<file path="config.mk">
export PLATFORM = sky130hd
export DESIGN_NAME = counter_read_master
export DESIGN_NICKNAME = d
export VERILOG_FILES = /design/src/rtl/counter_read_master.sv
export SDC_FILE = /design/constraint.sdc
export NUM_CORES = 1
export LEC_CHECK = 0
export BUFFER_PORTS_ARGS = -buffer_cell sky130_fd_sc_hd__buf_2
export CAP_MARGIN = 20
export CORE_ASPECT_RATIO = 1.1
export CORE_MARGIN = 2
export CORE_UTILIZATION = 35
export CTS_CLUSTER_DIAMETER = 80
export DETAILED_ROUTE_END_ITERATION = 7
export HOLD_SLACK_MARGIN = 0.1
export PLACE_DENSITY_LB_ADDON = 0.12
export SYNTH_ARGS = -nofsm -noshare
export SYNTH_HDL_FRONTEND = slang
export SYNTH_SLANG_ARGS = --single-unit
</file>
<file path="constraint.sdc">
create_clock -name clk -period 4.7 [get_ports clk]
set_input_delay 0.235 -clock clk [delete_from_list [all_inputs] [get_ports clk]]
set_output_delay 0.235 -clock clk [all_outputs]
set_load 0.01 [all_outputs]
</file>
<file path="src/rtl/counter_read_master.sv">
// Two-request read engine for the 64-bit atomic event counter: lower word (atomic) then upper word.
// Optional COUNTER_READ_DELTA_EN adds delta_o = new snapshot - previous snapshot.
module counter_read_master #(
    parameter int ACK_TIMEOUT = 4,
    parameter int TMR_W       = 3
) (
    input  logic        clk,
    input  logic        reset_n,
    input  logic        rd_start_i,
    output logic        busy_o,
    output logic        req_o,
    output logic        atomic_o,
    input  logic        ack_i,
    input  logic [31:0] count_i,
    output logic [63:0] data_o,
    output logic        valid_o,
    output logic        err_o,
    output logic [63:0] delta_o
);

    typedef enum logic [1:0] {IDLE, REQ_LO, REQ_HI, WAIT} state_t;

    state_t             state_q, state_d;
    logic               pending_q;
    logic [1:0]         ack_cnt_q;
    logic [TMR_W-1:0]   tmr_q;
    logic [31:0]        lo_q;
    logic [63:0]        data_q;
    logic               valid_q, err_q;
    logic               ack_en, lo_ack, hi_ack, timeout;

    // Acks only count once both requests are on their way out.
    assign ack_en  = (state_q == REQ_HI) || (state_q == WAIT);
    assign lo_ack  = ack_en && ack_i && (ack_cnt_q == 2'd0);
    assign hi_ack  = ack_en && ack_i && (ack_cnt_q == 2'd1);
    assign timeout = (state_q == WAIT) && !hi_ack && (tmr_q == TMR_W'(ACK_TIMEOUT - 1));

    always_comb begin
        state_d = state_q;
        unique case (state_q)
            IDLE:   if (rd_start_i || pending_q) state_d = REQ_LO;
            REQ_LO: state_d = REQ_HI;
            REQ_HI: state_d = WAIT;
            WAIT:   if (hi_ack || timeout) state_d = IDLE;
            default: state_d = IDLE;
        endcase
    end

    always_ff @(posedge clk or negedge reset_n) begin
        if (!reset_n) begin
            state_q   <= IDLE;
            pending_q <= 1'b0;
            ack_cnt_q <= 2'd0;
            tmr_q     <= '0;
            lo_q      <= '0;
            data_q    <= '0;
            valid_q   <= 1'b0;
            err_q     <= 1'b0;
        end else begin
            state_q <= state_d;
            valid_q <= hi_ack;
            err_q   <= timeout;
            // Single pending slot: any number of starts while busy collapse into one.
            if (state_q == IDLE)
                pending_q <= 1'b0;
            else if (rd_start_i)
                pending_q <= 1'b1;
            if (state_q == IDLE)
                ack_cnt_q <= 2'd0;
            else if (ack_en && ack_i)
                ack_cnt_q <= ack_cnt_q + 2'd1;
            if (state_q == REQ_LO)
                tmr_q <= '0;
            else if (state_q == WAIT)
                tmr_q <= tmr_q + TMR_W'(1);
            if (lo_ack)
                lo_q <= count_i;
            if (hi_ack)
                data_q <= {count_i, lo_q};
        end
    end

`ifdef COUNTER_READ_DELTA_EN
    logic [63:0] delta_q;

    // data_q still holds the previous snapshot when the new one lands.
    always_ff @(posedge clk or negedge reset_n) begin
        if (!reset_n)
            delta_q <= '0;
        else if (hi_ack)
            delta_q <= {count_i, lo_q} - data_q;
    end

    assign delta_o = delta_q;
`else
    assign delta_o = 64'h0;
`endif

    assign busy_o   = (state_q != IDLE);
    assign req_o    = (state_q == REQ_LO) || (state_q == REQ_HI);
    assign atomic_o = (state_q == REQ_LO);
    assign data_o   = data_q;
    assign valid_o  = valid_q;
    assign err_o    = err_q;

endmodule

</file>
Yosys cells after proc, flatten, opt, wreduce, memory -nomap -nowiden. Cells that the tools add are included.

Div/mod/pow operators: 0. Add/subtract/negate cells: 2. Equality and inequality tests: 7. Shifts and indexed selects: 0. Reductions and logical operators: 17. Magnitude comparators: 0. Bitwise logic cells: 0. Muxes and demuxes: 9. Multiply operators: 0.

Operators by type and width (count): $mux W2 (4); $pmux W2 S4 (1); $reduce_bool A2 Y1 (4); $mux W3 (2); $logic_and A1 B1 Y1 (5); $eq A2 B1 Y1 const B (2); $eq A2 B2 Y1 const B (2); $logic_not A2 Y1 (2); $logic_or A1 B1 Y1 (4); $add A3 B1 Y3 const B (1); $eq A3 B2 Y1 const B (1); $add A2 B1 Y2 const B (1); $mux W1 (2); $ne A2 B1 Y1 const B (1); $ne A2 B2 Y1 const B (1); $reduce_and A2 Y1 (1); $logic_not A1 Y1 (1).

Output and inout bits: 133. Bits in read-only memories: 0. Bits in latches: 0. Memories kept: 0. Memory bits (writable): 0. Register bits after elaboration: 106.

Depth between registers and ports, before layout.
Depth after elaboration: 10. Mapped depth: 6. Mapped depth without buffers: 5.

Worst setup path after synthesis. Ideal clock, no wire load.

Path kind: register to register. From: register state_q[0]. To: register data_q[18] (netlist: data_o[18]). Clock period less this slack: 1.637 ns. Setup time: 0.127 ns. Setup slack: 3.063 ns. Data required time: 4.573 ns. Stages on the path, launching flop included: 7. Buffers on the path: 3. Data arrival time: 1.510 ns. Path through: dfrtp_1 > ha_1 > buf_4 > o211ai_2 > buf_6 > buf_6 > mux2_1.

Longest elaborated chain between the ends: 4.

Ends and longest elaborated chain: start: declaration (line 23) `state_t state_q, state_d;`; start signal: assignment (line 60) `state_q <= state_d;`; $eq A2 B2 Y1 (line 33) `assign ack_en = (state_q == REQ_HI) || (state_q == WAIT);`; $logic_or A1 B1 Y1 (*) (line 33); $logic_and A1 B1 Y1 (*) (2 in a row) (line 35) `assign hi_ack = ack_en && ack_i && (ack_cnt_q == 2'd1);`; end signal: assignment (line 79) `data_q <= {count_i, lo_q};`; end: declaration (line 28) `logic [63:0] data_q;`.

Mark *: on every way between the ends. The rest lies on a longest branch, timed or not. A chain may end at the register's enable or synchronous reset.

Worst setup path after layout.
From: register state_q[0]. To: register data_q[15] (netlist: data_o[15]).

Same word-level chain as after synthesis.

==> impl_metrics.csv <==
group,metric,value,unit
run_status,outcome,"finished, final reports clean",
placed_design,numPortBuffers,104,
hold_path,hold_path_class,"in -> reg",
cts,cts.root.buffer_cell,"sky130_fd_sc_hd__clkbuf_16",
synth,post_synth_xor_area_fraction,0.381,%
placed_design,post-place-cells,569,
detailed_routing,detailroute.via_count,2500,
detailed_routing,wl_per_cell,13.6,um
setup_path,worstPathBufferInverterCount,1,
synth,syn_area,4600,um^2
pwr,ir_worst_vdd,0.235,mV
finish,regArea,2650,um^2
setup_path,timing_worst_setup_path_type,"reg -> reg",
synth,syn_inst,316,
sta,maxSlewViolCount,0,
synth,synth_seq_cells,106,
setup_path,setup.worst_path.start_class,"flip-flop",
finish,area_growth_syn_to_layout,15.6,%
setup_path,arrival,2510,ps
global_route,global_routing_s_busiest_layer,"met2",
global_route,vias_in_the_first_global_route,2541,
cts,ctsResizeCount,0,
cts,cts_max_level,3,
setup_path,critical-path-slowest-cell,"sky130_fd_sc_hd__o211ai_4",
finish,drive_gt1_share,42.7,%
detailed_routing,route.detailed.drc,0,
finish,finish.cell_count_without_fillers,586,
detailed_routing,number_of_nets_with_antenna_violations_after_routing,0,
cts,clk_pin_slew_worst_paths,70,ps
cts,tritoncts,"built",
floorplan,die_height,124,um
floorplan,rows,43,
setup_path,worstPathMaxFanout,24,
placed_design,detailed_placement_wirelength_estimate,5.55,mm
detailed_routing,first_iter_violations,58,
setup_path,worstPathCellList,"ha_1, o211ai_4, buf_4, mux2_2",
synth,synth_top_family_by_area,"multiplexers",
sta,period_needed,2290,ps
global_route,gr-usage-met2,19.4,%
sta,timing.final.ws_setup,2410,ps
synth,syn_avg_cell_area,14.6,um^2
setup_path,timing.critical_path.slowest_cell_delay,580,ps
placed_design,placed_area,5030,um^2
floorplan,start_util,36.1,%
floorplan,top_level_ports,169,
synth,multiplexer_share_of_the_synthesized_area,24.4,%
finish,mostFrequentLayoutCell,"sky130_fd_sc_hd__dfrtp_1",
global_route,grt_overflow,0,
detailed_routing,post_drt_via_cell_ratio,4.27,
finish,final_cell_mix,"sky130_fd_sc_hd__dfrtp_1, sky130_fd_sc_hd__buf_2, sky130_fd_sc_hd__conb_1, sky130_fd_sc_hd__mux2_2, sky130_fd_sc_hd__mux2_1",
sta,setup_viol_count_final,0,
sta,fin_tns_setup,0,ps
cts,cts-buffers-inserted,9,
cts,clock_sink_count,106,
finish,nNetsFinal,469,
synth,yosysUniqueCellTypes,18,
detailed_routing,detail_route.first_pass.iterations,4,
pwr,cellPowerDensity,672,nW/um^2
global_route,antenna_found_initial,0,
setup_path,endpoint_kind,"flip-flop",
finish,design_area,5320,um^2
run,max_cap_violations,0,
cts,clock_path_buffers,2,
sta,peak_freq,437,MHz
sta,worst_slew_margin_rel,50.5,%
sta,hold_violations,0,
floorplan,design.die.area,14100,um^2
setup_path,cell_family_with_the_largest_share_of_critical_path_delay,"compound AO/OA/AOI/OAI gates",
placed_design,dp_slack,2350,ps
setup_path,critical_path_required,4920,ps
sta,finalCritPeriodShare,48.7,%
sta,worst_tran_pin_value,742,ps
finish,fillerInstances,1218,
finish,finalCoreUtilization,41.7,%
global_route,grt.met3_usage,3.45,%
synth,yosys_warnings,0,
setup_path,register_to_register_path_depth,4,
finish,multi_input_comb_area,1600,um^2
synth,synth-adder-area-share,2.45,%
setup_path,path_depth,4,
global_route,groute.layer.met1.usage,14.8,%
cts,insertion_delay_of_the_later_clocked_pin_in_the_worst_skew_pair,340,ps
pwr,p_leak,2.67,nW
synth,area_share_of_and_or_nand_nor_cells_after_synthesis,0.870,%
global_route,grt_util_all_layers,11.8,%
global_route,grt_pass1_wl,13.2,mm
finish,antenna_cells_inserted,0,
global_route,pin_count_of_the_biggest_net_entering_global_routing,59,
sta,fin_skew,5.14,ps
hold_path,hold_path_depth,2,
floorplan,core_area,12800,um^2
placed_design,gpl.final_weighted_congestion,0.669,
synth,synth_compound_gate_area_share,1.01,%
sta,rsz0062_at_grt,"false",
floorplan,die_x,113,um
detailed_routing,finalWirelength,7.97,mm
synth,post_synthesis_sequential_area_ratio,57.6,%
-- per-stage QoR --
stage          hold slack, ps  power (mW)
2_1_floorplan           -60.6        2.47
3_3_place_gp              347        2.88
3_5_place_dp              350        2.93
4_1_cts                   107        3.65
5_1_grt                   126        3.85
6_report                  121        3.58
-- Yosys cell counts --
cell type / number / share of area, %
sky130_fd_sc_hd__ha_1: 9 / 2.4
sky130_fd_sc_hd__mux2_2: 58 / 14
sky130_fd_sc_hd__and3_1: 1 / 0.14
sky130_fd_sc_hd__a211oi_1: 1 / 0.16
sky130_fd_sc_hd__buf_4: 68 / 11
sky130_fd_sc_hd__o211ai_2: 2 / 0.54
sky130_fd_sc_hd__mux2i_1: 3 / 0.65
sky130_fd_sc_hd__mux2_1: 39 / 9.5
sky130_fd_sc_hd__buf_6: 5 / 1.2
sky130_fd_sc_hd__dfrtp_1: 106 / 58
sky130_fd_sc_hd__nor2_1: 8 / 0.65
sky130_fd_sc_hd__conb_1: 1 / 0.081
sky130_fd_sc_hd__inv_1: 8 / 0.65
sky130_fd_sc_hd__a32oi_1: 1 / 0.19
sky130_fd_sc_hd__nand2_1: 1 / 0.081
sky130_fd_sc_hd__o21ai_0: 1 / 0.11
sky130_fd_sc_hd__xnor2_1: 2 / 0.38
sky130_fd_sc_hd__buf_2: 2 / 0.22
-- flip-flops by register name (all words and copies together), names as in the netlist --
register,flops
data_o,64
pending_q,1
tmr_q,3
lo_q,32
ack_cnt_q,2
valid_o,1
err_o,1
state_q,2
-- timing repair --
action                                 4_1_cts  5_1_grt
setup buffers                                0        0
endpoints found under the hold margin       57        0
hold buffers                                 1        0
-- final timing paths --
check / from / endpoint / slack (ps)
max: state_q[0]$_DFFE_PN0P_ / data_o[15]$_DFFE_PN0P_ / 2410
min: count_i[0] / data_o[32]$_DFFE_PN0P_ / 120
max reg2reg: state_q[0]$_DFFE_PN0P_ / data_o[15]$_DFFE_PN0P_ / 2410
min reg2reg: lo_q[29]$_DFFE_PN0P_ / data_o[29]$_DFFE_PN0P_ / 480
max in group asynchronous: reset_n / lo_q[0]$_DFFE_PN0P_ / 3060
min in group asynchronous: reset_n / data_o[37]$_DFFE_PN0P_ / 500
-- kinds of logic after synthesis --
| group | count (synthesis) |
|---|---|
| AND/OR/NAND/NOR | 10 |
| XOR/XNOR | 2 |
| AO/OA/AOI/OAI | 5 |
| other | 1 |
| adder cells (fa/ha/maj) | 9 |
| multiplexers | 100 |
| flip-flops | 106 |
| buffers and inverters | 83 |
-- worst register-to-register path, stage by stage, from the launching register on --
cell                       delay (ps)
sky130_fd_sc_hd__dfrtp_1          400
sky130_fd_sc_hd__ha_1             360
sky130_fd_sc_hd__o211ai_4         580
sky130_fd_sc_hd__buf_4            440
sky130_fd_sc_hd__mux2_2           390
-- routing by layer --
layer | part of all wire (%) | wire length (um)
met1 | 43 | 3440
met4 | 1.2 | 96
met3 | 5.6 | 447
met2 | 50 | 3990
met5 | 0 | 0
-- report_power, final --
| part | switching (mW) | leakage, nW | internal [mW] |
|---|---|---|---|
| sequential | 0.210 | 1.28 | 1.37 |
| combinational | 0.621 | 1.25 | 0.669 |
| clock | 0.318 | 0.139 | 0.388 |
| total | 1.15 | 2.67 | 2.43 |
-- final cells by class --
type,count,share of cell area (%)
sequential,106,49.8
multi-input combinational,190,30.0
timing repair buffer,109,10.6
clock buffer,12,4.82
tap,157,3.69
inverter,8,0.564
clock inverter,4,0.494
Power figures use the tool's default switching activity.
